$ cat src/rtl/mips_ctl_pkg.sv
// Shared encodings for the multicycle MIPS control path: FSM states,
// opcode/funct values and ALU operation codes.
package mips_ctl_pkg;

   typedef enum logic [3:0] {
      S_FETCH    = 4'd0,
      S_DECODE   = 4'd1,
      S_EXEC_R   = 4'd2,
      S_EXEC_I   = 4'd3,
      S_MEM_ADDR = 4'd4,
      S_MEM_RD   = 4'd5,
      S_MEM_WR   = 4'd6,
      S_WB_R     = 4'd7,
      S_WB_MEM   = 4'd8,
      S_BRANCH   = 4'd9,
      S_JUMP     = 4'd10,
      S_TRAP     = 4'd11
   } state_t;

   localparam logic [5:0] OP_RTYPE = 6'h00;
   localparam logic [5:0] OP_ADDI  = 6'h08;
   localparam logic [5:0] OP_LW    = 6'h23;
   localparam logic [5:0] OP_SW    = 6'h2B;
   localparam logic [5:0] OP_BEQ   = 6'h04;
   localparam logic [5:0] OP_J     = 6'h02;

   localparam logic [5:0] FN_ADD = 6'h20;
   localparam logic [5:0] FN_SUB = 6'h22;
   localparam logic [5:0] FN_AND = 6'h24;
   localparam logic [5:0] FN_OR  = 6'h25;
   localparam logic [5:0] FN_SLT = 6'h2A;

   localparam logic [2:0] ALU_ADD = 3'b000;
   localparam logic [2:0] ALU_SUB = 3'b001;
   localparam logic [2:0] ALU_AND = 3'b010;
   localparam logic [2:0] ALU_OR  = 3'b011;
   localparam logic [2:0] ALU_SLT = 3'b100;

   // States that sit on the memory handshake and are subject to the timeout.
   function automatic logic is_wait_state(input state_t s);
      return (s == S_FETCH) || (s == S_MEM_RD) || (s == S_MEM_WR);
   endfunction

endpackage

$ cat src/rtl/alu_ctl_dec.sv
// ALU operation decode from FSM state and funct, plus the supported-funct flag
// used by DECODE to trap unknown R-type operations.
module alu_ctl_dec
   import mips_ctl_pkg::*;
(
   input  state_t      state,
   input  logic [5:0]  funct,
   output logic [2:0]  alu_ctl,
   output logic        funct_legal
);

   // Funct values the R-type datapath actually implements.
   always_comb begin
      funct_legal = 1'b0;
      case (funct)
         FN_ADD, FN_SUB, FN_AND, FN_OR, FN_SLT: funct_legal = 1'b1;
         default:                               funct_legal = 1'b0;
      endcase
   end

   // ALU operation per state; only EXEC_R looks at funct.
   always_comb begin
      alu_ctl = ALU_ADD;
      case (state)
         S_EXEC_R: begin
            case (funct)
               FN_ADD:  alu_ctl = ALU_ADD;
               FN_SUB:  alu_ctl = ALU_SUB;
               FN_AND:  alu_ctl = ALU_AND;
               FN_OR:   alu_ctl = ALU_OR;
               FN_SLT:  alu_ctl = ALU_SLT;
               default: alu_ctl = ALU_ADD;
            endcase
         end
         S_EXEC_I, S_MEM_ADDR: alu_ctl = ALU_ADD;
         S_BRANCH:             alu_ctl = ALU_SUB;
         default:              alu_ctl = ALU_ADD;
      endcase
   end

endmodule

$ cat src/rtl/mc_control_fsm.sv
// Multicycle sequencing controller: fetch/decode/execute/memory/writeback with
// a mem_ready handshake, timeout trap, illegal-op trap and retired counter.
module mc_control_fsm
   import mips_ctl_pkg::*;
#(
   parameter int unsigned WAIT_LIMIT = 255,
   parameter int unsigned CNT_W      = 32
) (
   input  logic             clk,
   input  logic             reset,
   input  logic [5:0]       opcode,
   input  logic [5:0]       funct,
   input  logic             zero,
   input  logic             mem_ready,
   output logic             pc_en,
   output logic             pcsel,
   output logic             jump,
   output logic             ir_write,
   output logic             mem_read,
   output logic             mem_write,
   output logic             reg_write,
   output logic             mem_to_reg,
   output logic             reg_dst,
   output logic             alu_src,
   output logic [2:0]       alu_ctl,
   output logic             illegal,
   output logic             bus_err,
   output logic [3:0]       state_dbg,
   output logic [CNT_W-1:0] retired
);

   localparam logic [15:0] WAIT_LAST = 16'(WAIT_LIMIT - 1);

   state_t           state_r;
   state_t           state_next_s;
   logic [15:0]      wait_cnt_r;
   logic             illegal_r;
   logic             bus_err_r;
   logic [CNT_W-1:0] retired_r;
   logic [2:0]       alu_ctl_s;
   logic             funct_legal_s;
   logic             waiting_s;
   logic             timeout_s;
   logic             pc_en_s;

   alu_ctl_dec u_alu_ctl_dec (
      .state       (state_r),
      .funct       (funct),
      .alu_ctl     (alu_ctl_s),
      .funct_legal (funct_legal_s)
   );

   // A ready arriving in the limit cycle wins over the timeout.
   assign waiting_s = is_wait_state(state_r) && !mem_ready;
   assign timeout_s = waiting_s && (wait_cnt_r == WAIT_LAST);

   // State register.
   always_ff @(posedge clk) begin
      if (reset) begin
         state_r <= S_FETCH;
      end else begin
         state_r <= state_next_s;
      end
   end

   // Next-state decode.
   always_comb begin
      state_next_s = state_r;
      case (state_r)
         S_FETCH: begin
            if (mem_ready)      state_next_s = S_DECODE;
            else if (timeout_s) state_next_s = S_TRAP;
            else                state_next_s = S_FETCH;
         end
         S_DECODE: begin
            case (opcode)
               OP_RTYPE: begin
                  if (funct_legal_s) state_next_s = S_EXEC_R;
                  else               state_next_s = S_TRAP;
               end
               OP_ADDI:      state_next_s = S_EXEC_I;
               OP_LW, OP_SW: state_next_s = S_MEM_ADDR;
               OP_BEQ:       state_next_s = S_BRANCH;
               OP_J:         state_next_s = S_JUMP;
               default:      state_next_s = S_TRAP;
            endcase
         end
         S_EXEC_R, S_EXEC_I: state_next_s = S_WB_R;
         S_MEM_ADDR: begin
            if (opcode == OP_LW) state_next_s = S_MEM_RD;
            else                 state_next_s = S_MEM_WR;
         end
         S_MEM_RD: begin
            if (mem_ready)      state_next_s = S_WB_MEM;
            else if (timeout_s) state_next_s = S_TRAP;
            else                state_next_s = S_MEM_RD;
         end
         S_MEM_WR: begin
            if (mem_ready)      state_next_s = S_FETCH;
            else if (timeout_s) state_next_s = S_TRAP;
            else                state_next_s = S_MEM_WR;
         end
         S_WB_R, S_WB_MEM, S_BRANCH, S_JUMP: state_next_s = S_FETCH;
         S_TRAP:  state_next_s = S_TRAP;
         default: state_next_s = S_TRAP;
      endcase
   end

   // Output decode; everything is forced low while reset is held.
   always_comb begin
      pc_en_s    = 1'b0;
      pcsel      = 1'b0;
      jump       = 1'b0;
      ir_write   = 1'b0;
      mem_read   = 1'b0;
      mem_write  = 1'b0;
      reg_write  = 1'b0;
      mem_to_reg = 1'b0;
      reg_dst    = 1'b0;
      alu_src    = 1'b0;
      alu_ctl    = ALU_ADD;
      if (!reset) begin
         alu_ctl = alu_ctl_s;
         case (state_r)
            S_FETCH: begin
               mem_read = 1'b1;
               ir_write = mem_ready;
            end
            S_EXEC_R:   reg_dst = 1'b1;
            S_EXEC_I:   alu_src = 1'b1;
            S_WB_R: begin
               reg_write = 1'b1;
               pc_en_s   = 1'b1;
               reg_dst   = (opcode == OP_RTYPE);
            end
            S_MEM_ADDR: alu_src = 1'b1;
            S_MEM_RD:   mem_read = 1'b1;
            S_WB_MEM: begin
               reg_write  = 1'b1;
               mem_to_reg = 1'b1;
               pc_en_s    = 1'b1;
            end
            S_MEM_WR: begin
               mem_write = 1'b1;
               pc_en_s   = mem_ready;
            end
            S_BRANCH: begin
               pc_en_s = 1'b1;
               pcsel   = zero;
            end
            S_JUMP: begin
               pc_en_s = 1'b1;
               jump    = 1'b1;
            end
            default: pc_en_s = 1'b0;
         endcase
      end else begin
         alu_ctl = ALU_ADD;
      end
   end

   // Handshake wait counter; restarts on ready or on any state change.
   always_ff @(posedge clk) begin
      if (reset) begin
         wait_cnt_r <= 16'd0;
      end else if (waiting_s && (state_next_s == state_r)) begin
         wait_cnt_r <= wait_cnt_r + 16'd1;
      end else begin
         wait_cnt_r <= 16'd0;
      end
   end

   // Sticky trap flags, cleared only by reset.
   always_ff @(posedge clk) begin
      if (reset) begin
         illegal_r <= 1'b0;
         bus_err_r <= 1'b0;
      end else begin
         if ((state_r == S_DECODE) && (state_next_s == S_TRAP)) illegal_r <= 1'b1;
         if (timeout_s) bus_err_r <= 1'b1;
      end
   end

   // Retired-instruction counter, wraps naturally.
   always_ff @(posedge clk) begin
      if (reset) begin
         retired_r <= '0;
      end else if (pc_en_s) begin
         retired_r <= retired_r + {{(CNT_W-1){1'b0}}, 1'b1};
      end else begin
         retired_r <= retired_r;
      end
   end

   assign pc_en     = pc_en_s;
   assign illegal   = illegal_r;
   assign bus_err   = bus_err_r;
   assign state_dbg = state_r;
   assign retired   = retired_r;

endmodule

$ cat config.mk
export PLATFORM = sky130hd
export DESIGN_NAME = mc_control_fsm
export DESIGN_NICKNAME = d
export VERILOG_FILES = /design/src/rtl/mips_ctl_pkg.sv /design/src/rtl/alu_ctl_dec.sv /design/src/rtl/mc_control_fsm.sv
export SDC_FILE = /design/constraint.sdc
export NUM_CORES = 1
export LEC_CHECK = 0
export ABC_AREA = 1
export BUFFER_PORTS_ARGS = -buffer_cell sky130_fd_sc_hd__buf_4
export CORE_MARGIN = 4
export CORE_UTILIZATION = 50
export DETAILED_ROUTE_END_ITERATION = 8
export PLACE_DENSITY = 0.76
export SETUP_SLACK_MARGIN = 0.4
export SLEW_MARGIN = 20
export SYNTH_ARGS = -nofsm -noshare
export SYNTH_HDL_FRONTEND = slang
export SYNTH_HIERARCHICAL = 1
export SYNTH_SLANG_ARGS = --single-unit
$ cat constraint.sdc
create_clock -name clk -period 1.7 [get_ports clk]
set_input_delay 0.085 -clock clk [delete_from_list [all_inputs] [get_ports clk]]
set_output_delay 0.085 -clock clk [all_outputs]
set_load 0.03 [all_outputs]
# Word-level counts from Yosys, hierarchy flattened
# Cells that the tools add are included.
totals:
  n_memories: 0
  ff_bits: 54
  ramBits: 0
  latchBits: 0
  out_inout_bits: 51
  rom_bits: 0
op_classes:
  eq_ne: 23
  reduce_logical: 17
  n_bitwise: 1
  magnitude_cmp: 0
  n_mux: 34
  n_div: 0
  addsub: 2
  shifts: 0
  mul: 0
op_table:
  columns: ["op", "count"]
  rows:
  - ["equality test 6 bit (second input constant)", 7]
  - ["adder 32 x 1 -> 32 bit (second input constant)", 1]
  - ["2-to-1 mux 4 bit", 7]
  - ["case mux 4 bit (7 select lines)", 1]
  - ["case mux 4 bit (5 select lines)", 1]
  - ["2-to-1 mux 1 bit", 19]
  - ["adder 16 x 1 -> 16 bit (second input constant)", 1]
  - ["equality test 16 x 8 -> 1 bit (second input constant)", 1]
  - ["equality test 4 x 3 -> 1 bit (second input constant)", 4]
  - ["equality test 4 bit (second input constant)", 4]
  - ["case mux 3 bit (4 select lines)", 1]
  - ["OR reduction 2 bit", 6]
  - ["equality test 4 x 2 -> 1 bit (second input constant)", 2]
  - ["equality test 6 x 2 -> 1 bit (second input constant)", 1]
  - ["equality test 6 x 3 -> 1 bit (second input constant)", 1]
  - ["equality test 6 x 4 -> 1 bit (second input constant)", 1]
  - ["zero test 6 bit", 1]
  - ["case mux 3 bit (2 select lines)", 1]
  - ["OR reduction 5 bit", 1]
  - ["equality test 4 x 1 -> 1 bit (second input constant)", 1]
  - ["equality test 4 bit", 1]
  - ["logical AND 1 bit", 4]
  - ["zero test 4 bit", 1]
  - ["case mux 1 bit (2 select lines)", 2]
  - ["other kinds (6)", 7]

# Longest topological paths before layout
logic_depth:
  word_depth: 12
  depth_mapped: 13
  depth_no_buf: 12

# By module
# The synthesis kept the hierarchy.
modules_own_cells:
  columns: ["mod", "area_each_um2", "instances", "cells_each", "seq_area_each_um2"]
  rows:
  - ["mc_control_fsm", 3339.5, 1, 535, 1081.0]
  - ["alu_ctl_dec", 135.1, 1, 27, 0.0]

# Worst setup path before layout
# Ideal clock, no wire load.
synth_path:
  kind: "register -> output"
  startpoint: "register state_r[2] (netlist: state_dbg[2])"
  endpoint: "output reg_dst"
  arrival_time_ps: 1844
  setup_slack_ps: -229
  stages_incl_launch_ff: 5
  path_cell_list: "dfxtp_1 -> inv_1 -> nor2_4 -> nand2_1 -> o32ai_1"
synth_between:
  elab_chain_len: 3
  elab_cells_between_ends: 4
synth_lines:
  columns: ["element", "line", "text"]
  rows:
  - ["start: declaration", "mc_control_fsm.sv:34", "state_t state_r;"]
  - ["start signal: assignment", "mc_control_fsm.sv:62", "state_r <= state_next_s;"]
  - ["equality test 4 x 3 -> 1 bit / equality test 4 x 2 -> 1 bit (equally long branches)", "mc_control_fsm.sv:124", "case (state_r)"]
  - ["case mux 1 bit (2 select lines) *", "mc_control_fsm.sv:124", null]
  - ["2-to-1 mux 1 bit *", "mc_control_fsm.sv:122", "if (!reset) begin"]
  - ["end: declaration", "mc_control_fsm.sv:23", "output logic reg_dst,"]
# Every way passes the cells marked *; elsewhere a longest branch is shown, timed or not.

# Final worst setup path
layout_path:
  startpoint: "register state_r[2] (netlist: state_dbg[2])"
  endpoint: "register wait_cnt_r[8]"
layout_between:
  elab_chain_len: 12
  elab_cells_between_ends: 28
layout_lines:
  columns: ["element", "line", "text"]
  rows:
  - ["equality test 4 x 3 -> 1 bit / zero test 4 bit (equally long branches)", "mips_ctl_pkg.sv:41, mc_control_fsm.sv:69", null]
  - ["logical OR 1 bit (2 in a row)", "mips_ctl_pkg.sv:41", "return (s == S_FETCH) || (s == S_MEM_RD) || (s == S_MEM_WR);"]
  - ["logical AND 1 bit", "mc_control_fsm.sv:54", "assign waiting_s = is_wait_state(state_r) && !mem_ready;"]
  - ["logical AND 1 bit", "mc_control_fsm.sv:55", "assign timeout_s = waiting_s && (wait_cnt_r == WAIT_LAST);"]
  - ["2-to-1 mux 4 bit, on equally long branches", "mc_control_fsm.sv:100, mc_control_fsm.sv:72, mc_control_fsm.sv:95", null]
  - ["2-to-1 mux 4 bit, on equally long branches", "mc_control_fsm.sv:99, mc_control_fsm.sv:71, mc_control_fsm.sv:94", null]
  - ["case mux 4 bit (7 select lines)", "mc_control_fsm.sv:69", "case (state_r)"]
  - ["equality test 4 bit", "mc_control_fsm.sv:166", "end else if (waiting_s && (state_next_s == state_r)) begin"]
  - ["logical AND 1 bit *", "mc_control_fsm.sv:166", null]
  - ["inverter 1 bit (no source line) *", null, null]
  - ["OR reduction 2 bit (no source line) *", null, null]
  - ["end signal: assignment", "mc_control_fsm.sv:167", "wait_cnt_r <= wait_cnt_r + 16'd1;"]
  - ["end: declaration", "mc_control_fsm.sv:36", "logic [15:0] wait_cnt_r;"]
# Marks and branches as above.
# A chain may end at the register's enable or synchronous reset.

==> key figures <==
Status
  – Status: finished with violations
  – Failing checks: setup timing

Floorplanning
  – Die Ht: 91.36 um
  – Initial core utilization: between 50% and 60%
  – Core ar.: ~6800 um^2
  – DIE WIDTH: 91.36 um
  – Row cnt: 30
  – Die area: ~8300 um^2
  – IO Pins: 67

Drt
  – Drt total wl: 12,330 um
  – Vias/cell: 5.589
  – 1st-pass router iterations: 5
  – DRC errors left: 0
  – Wire length per cell: about 16 um
  – Initial drt markers: 350
  – DR vias: around 4,300
  – Remaining antenna violation count: 0

Clocking
  – CTS tree: done
  – CTS buffer count: 5
  – Cts hold-fix bufs: 0
  – Clock tree buffer depth: 2
  – Clk_lat worst skew: approximately 0.32 ns
  – Clock slew at reported path FFs: roughly 0.1 ns
  – Root buf cell: clkbuf_8
  – Number of clock sinks: 54
  – H-tree depth: 2

Layout
  – Number of diodes: 0
  – Design area: 5502 um^2
  – Layout area overhead: 58.34%
  – # fillers: around 430
  – Final cell count without fillers: roughly 770
  – FF+latch area: between 1000 and 1500 um^2
  – Footprint of the multi-input gates: around 2800 um^2
  – Final nets: between 700 and 800
  – Share of layout cells above drive strength 1: a little under half

Timing
  – Final Hold Vio Count: 0
  – Worst rel slew slack: approximately three quarters
  – Worst-margin pin slew: 0.3719 ns
  – Slew Viols, Final: 0
  – Clk_skew: roughly 0.0052 ns
  – Final Critical Period: 1.752 ns
  – Final setup viols: 18
  – RSZ-0062 raised after global routing: yes
  – Fmax: around 0.57 GHz
  – Slack of the critical path: -0.05181 ns
  – Crit share post-route: 103.0%

Worst setup path
  – CP Capture Type: register
  – CP Launch Point: state_dbg[2]
  – Setup CP Type: reg2reg
  – Reg2reg setup slack: -0.05 ns
  – Maximum fanout along the worst path: 8
  – Crit path to: wait_cnt_r[8]
  – Worst Reg2Reg Path Length in Cells: 12
  – Critical Path Start Type: register
  – Critical Path RT: 1.92 ns
  – RR Endpoint: wait_cnt_r[8]
  – Reg2reg start: state_dbg[2]
  – Critical Path AT: ~2.0 ns

Yosys
  – EDFF count, synth: 0
  – Post-Syn Area per Cell: 6.183 um^2
  – Ys async rst share: 0%
  – Synth Warn #: 6
  – Register area share after synthesis: 31.11%
  – Netlist cell types: 36
  – Multiplexer area fraction after synthesis: 0%
  – Yosys reg bits: 54
  – Complex-gate fraction of the synthesized area: under 10%
  – Adder-cell area share of the yosys netlist: about 1.1%
  – Post-synth top cells: nand2_1 (136), nor2_1 (108), inv_1 (70)
  – Most instantiated library cell after synthesis: nand2_1
  – Top-area cell type share of the netlist area: just over 30%
  – Top cell type by total area after synthesis: dfxtp_1
  – Cells after Synth: ~560
  – Top_reg_cell synth: dfxtp_1
  – Synth Area in Simple Gates: ~44%
  – Synthesized area: about 3500 um^2
  – Largest cells by area after synthesis: dfxtp_1 (31%), nand2_1 (15%), nor2_1 (12%), inv_1 (7.6%), nand3_1 (5.9%)
  – Main combinational cell family by area after synthesis: simple AND/OR/NAND/NOR gates
  – Syn Nets: approximately 580
  – Post-synthesis xor/xnor area fraction: under 10%

Hold path
  – Hold Crit Class: in2reg

Power and ir drop
  – VDD IR max: ~0.00066 V
  – Pwr dens: between 800 and 900 nW/um^2
  – Leak pwr: roughly 2.4 nW

Global routing
  – Largest net degree at the start of global routing: 23
  – Global-route wire length before repair: between 15,000 and 20,000 um
  – Total global-route track usage: a little over a quarter
  – Initial antenna violation count: 0
  – Vias in the first global route: 3,948
  – Grt ovf: 0

Place
  – PortBufs: 66
  – Placer Congestion: approximately 0.93
  – Area after DPL: 4307 um^2
  – DP Cell Count: 714
  – Final HPWL DP: between 7000 and 8000 um

Flow run
  – Max Cap Viol: 0
[layer usage]
| metal | vias to the layer above | global-route usage (%) | wire length (um) |
|---|---|---|---|
| li1 | 2037 | - | - |
| met4 | 0 | 9.799 | 366 |
| met1 | 2018 | 31.98 | 5024 |
| met5 | - | 0 | 0 |
| met3 | 41 | 4.888 | 726 |
| met2 | 196 | 44.88 | 6216 |
[report_power, final]
| group | internal (mW) | total, mW | switching [mW] |
|---|---|---|---|
| Combinational | 1.09 | 2.59 | 1.50 |
| Sequential | 1.35 | 1.47 | 0.122 |
| Clock | 0.422 | 0.876 | 0.454 |
[worst min path at each step]
stage | start | to | slack (ns) | cells after the start
finish | reset | retired[12] | 0.13 | 2
global route | reset | retired[12] | 0.12 | 2
floorplan | mem_ready | state_dbg[2] | 0.33 | 3
CTS | reset | retired[21] | 0.12 | 2
detailed placement | wait_cnt_r[0] | wait_cnt_r[0] | 0.44 | 1
global placement | wait_cnt_r[0] | wait_cnt_r[0] | 0.43 | 1
[critical path: stages (launching register included)]
cell and delay (ns):
dfxtp_4 0.41, inv_4 0.04, nor2_4 0.20, nand2_4 0.11
nand2_4 0.10, nand2_4 0.06, a21oi_4 0.21, nand2_2 0.10
nand2_4 0.08, nor2_4 0.04, nand3_4 0.09, buf_12 0.14
nor2_1 0.05
[kinds of logic (layout without fill, tap and decap cells)]
logic type / count (synthesis) / after routing
compound gates: 50 / 50
fa+ha+maj: 3 / 3
simple gates: 347 / 347
xor+xnor: 26 / 26
flops: 54 / 54
buf+inv: 82 / 208
[placed cells by master (no fill, tap or decap), types with 2 or more instances in the layout]
| master | n |
|---|---|
| nor2_4 | 26 |
| dfxtp_4 | 19 |
| nand3_1 | 31 |
| nand3_2 | 10 |
| nand3_4 | 4 |
| buf_4 | 102 |
| nor2_1 | 77 |
| o21ai_1 | 3 |
| inv_2 | 6 |
| nor3_1 | 7 |
| a21oi_1 | 24 |
| nor2_2 | 19 |
| buf_6 | 20 |
| nand2_1 | 101 |
| o21a_1 | 2 |
| nor3_2 | 10 |
| o21ai_0 | 4 |
| a21oi_2 | 3 |
| inv_1 | 63 |
| nand2_4 | 12 |
| ha_4 | 3 |
| dfxtp_2 | 17 |
| nor3_4 | 4 |
| buf_12 | 2 |
| nand2_2 | 27 |
| inv_4 | 3 |
| dfxtp_1 | 18 |
| clkbuf_8 | 6 |
| a21oi_4 | 3 |
| o21ai_2 | 8 |
| xor2_1 | 13 |
| nand4_1 | 10 |
| xnor2_1 | 13 |
| nor4_4 | 3 |
[timing repair]
action                     in CTS  in global routing
setup endpoints to repair      66                 67
cloned                          2                  0
hold endpoints to repair        0                  0
pin swaps                      28                 45
setup buffers                  35                  9
gates resized for setup        93                 94
[registers in the layout, summed over array words and instances (netlist names)]
signal and count:
bus_err 1, wait_cnt_r 16, illegal 1, state_dbg 4, retired 32
[metrics by stage]
stage | TNS, ns | hold slack (ns) | util (%) | worst slack, ns | total power, mW
final | -0.6158 | 0.1271 | 81.43 | -0.05181 | 4.935
after global routing | -2.236 | 0.1249 | 81.43 | -0.1037 | 5.152
after CTS | 0 | 0.1246 | 74.98 | 0.06997 | 4.490
after detailed placement | 0 | 0.4394 | 63.74 | 0.05051 | 2.989
after global placement | 0 | 0.4269 | 63.74 | 0.08283 | 2.959
after floorplan | 0 | 0.3345 | - | 0.1526 | 2.505
[cell type report]
cell class / instances / area share, %
multi-input cells: 426 / 50.06
repair buffers: 126 / 19.51
flip-flops and latches: 54 / 21.33
clock buffers: 8 / 2.024
well taps: 80 / 1.819
inverters: 74 / 5.254
Power figures use the tool's default switching activity.
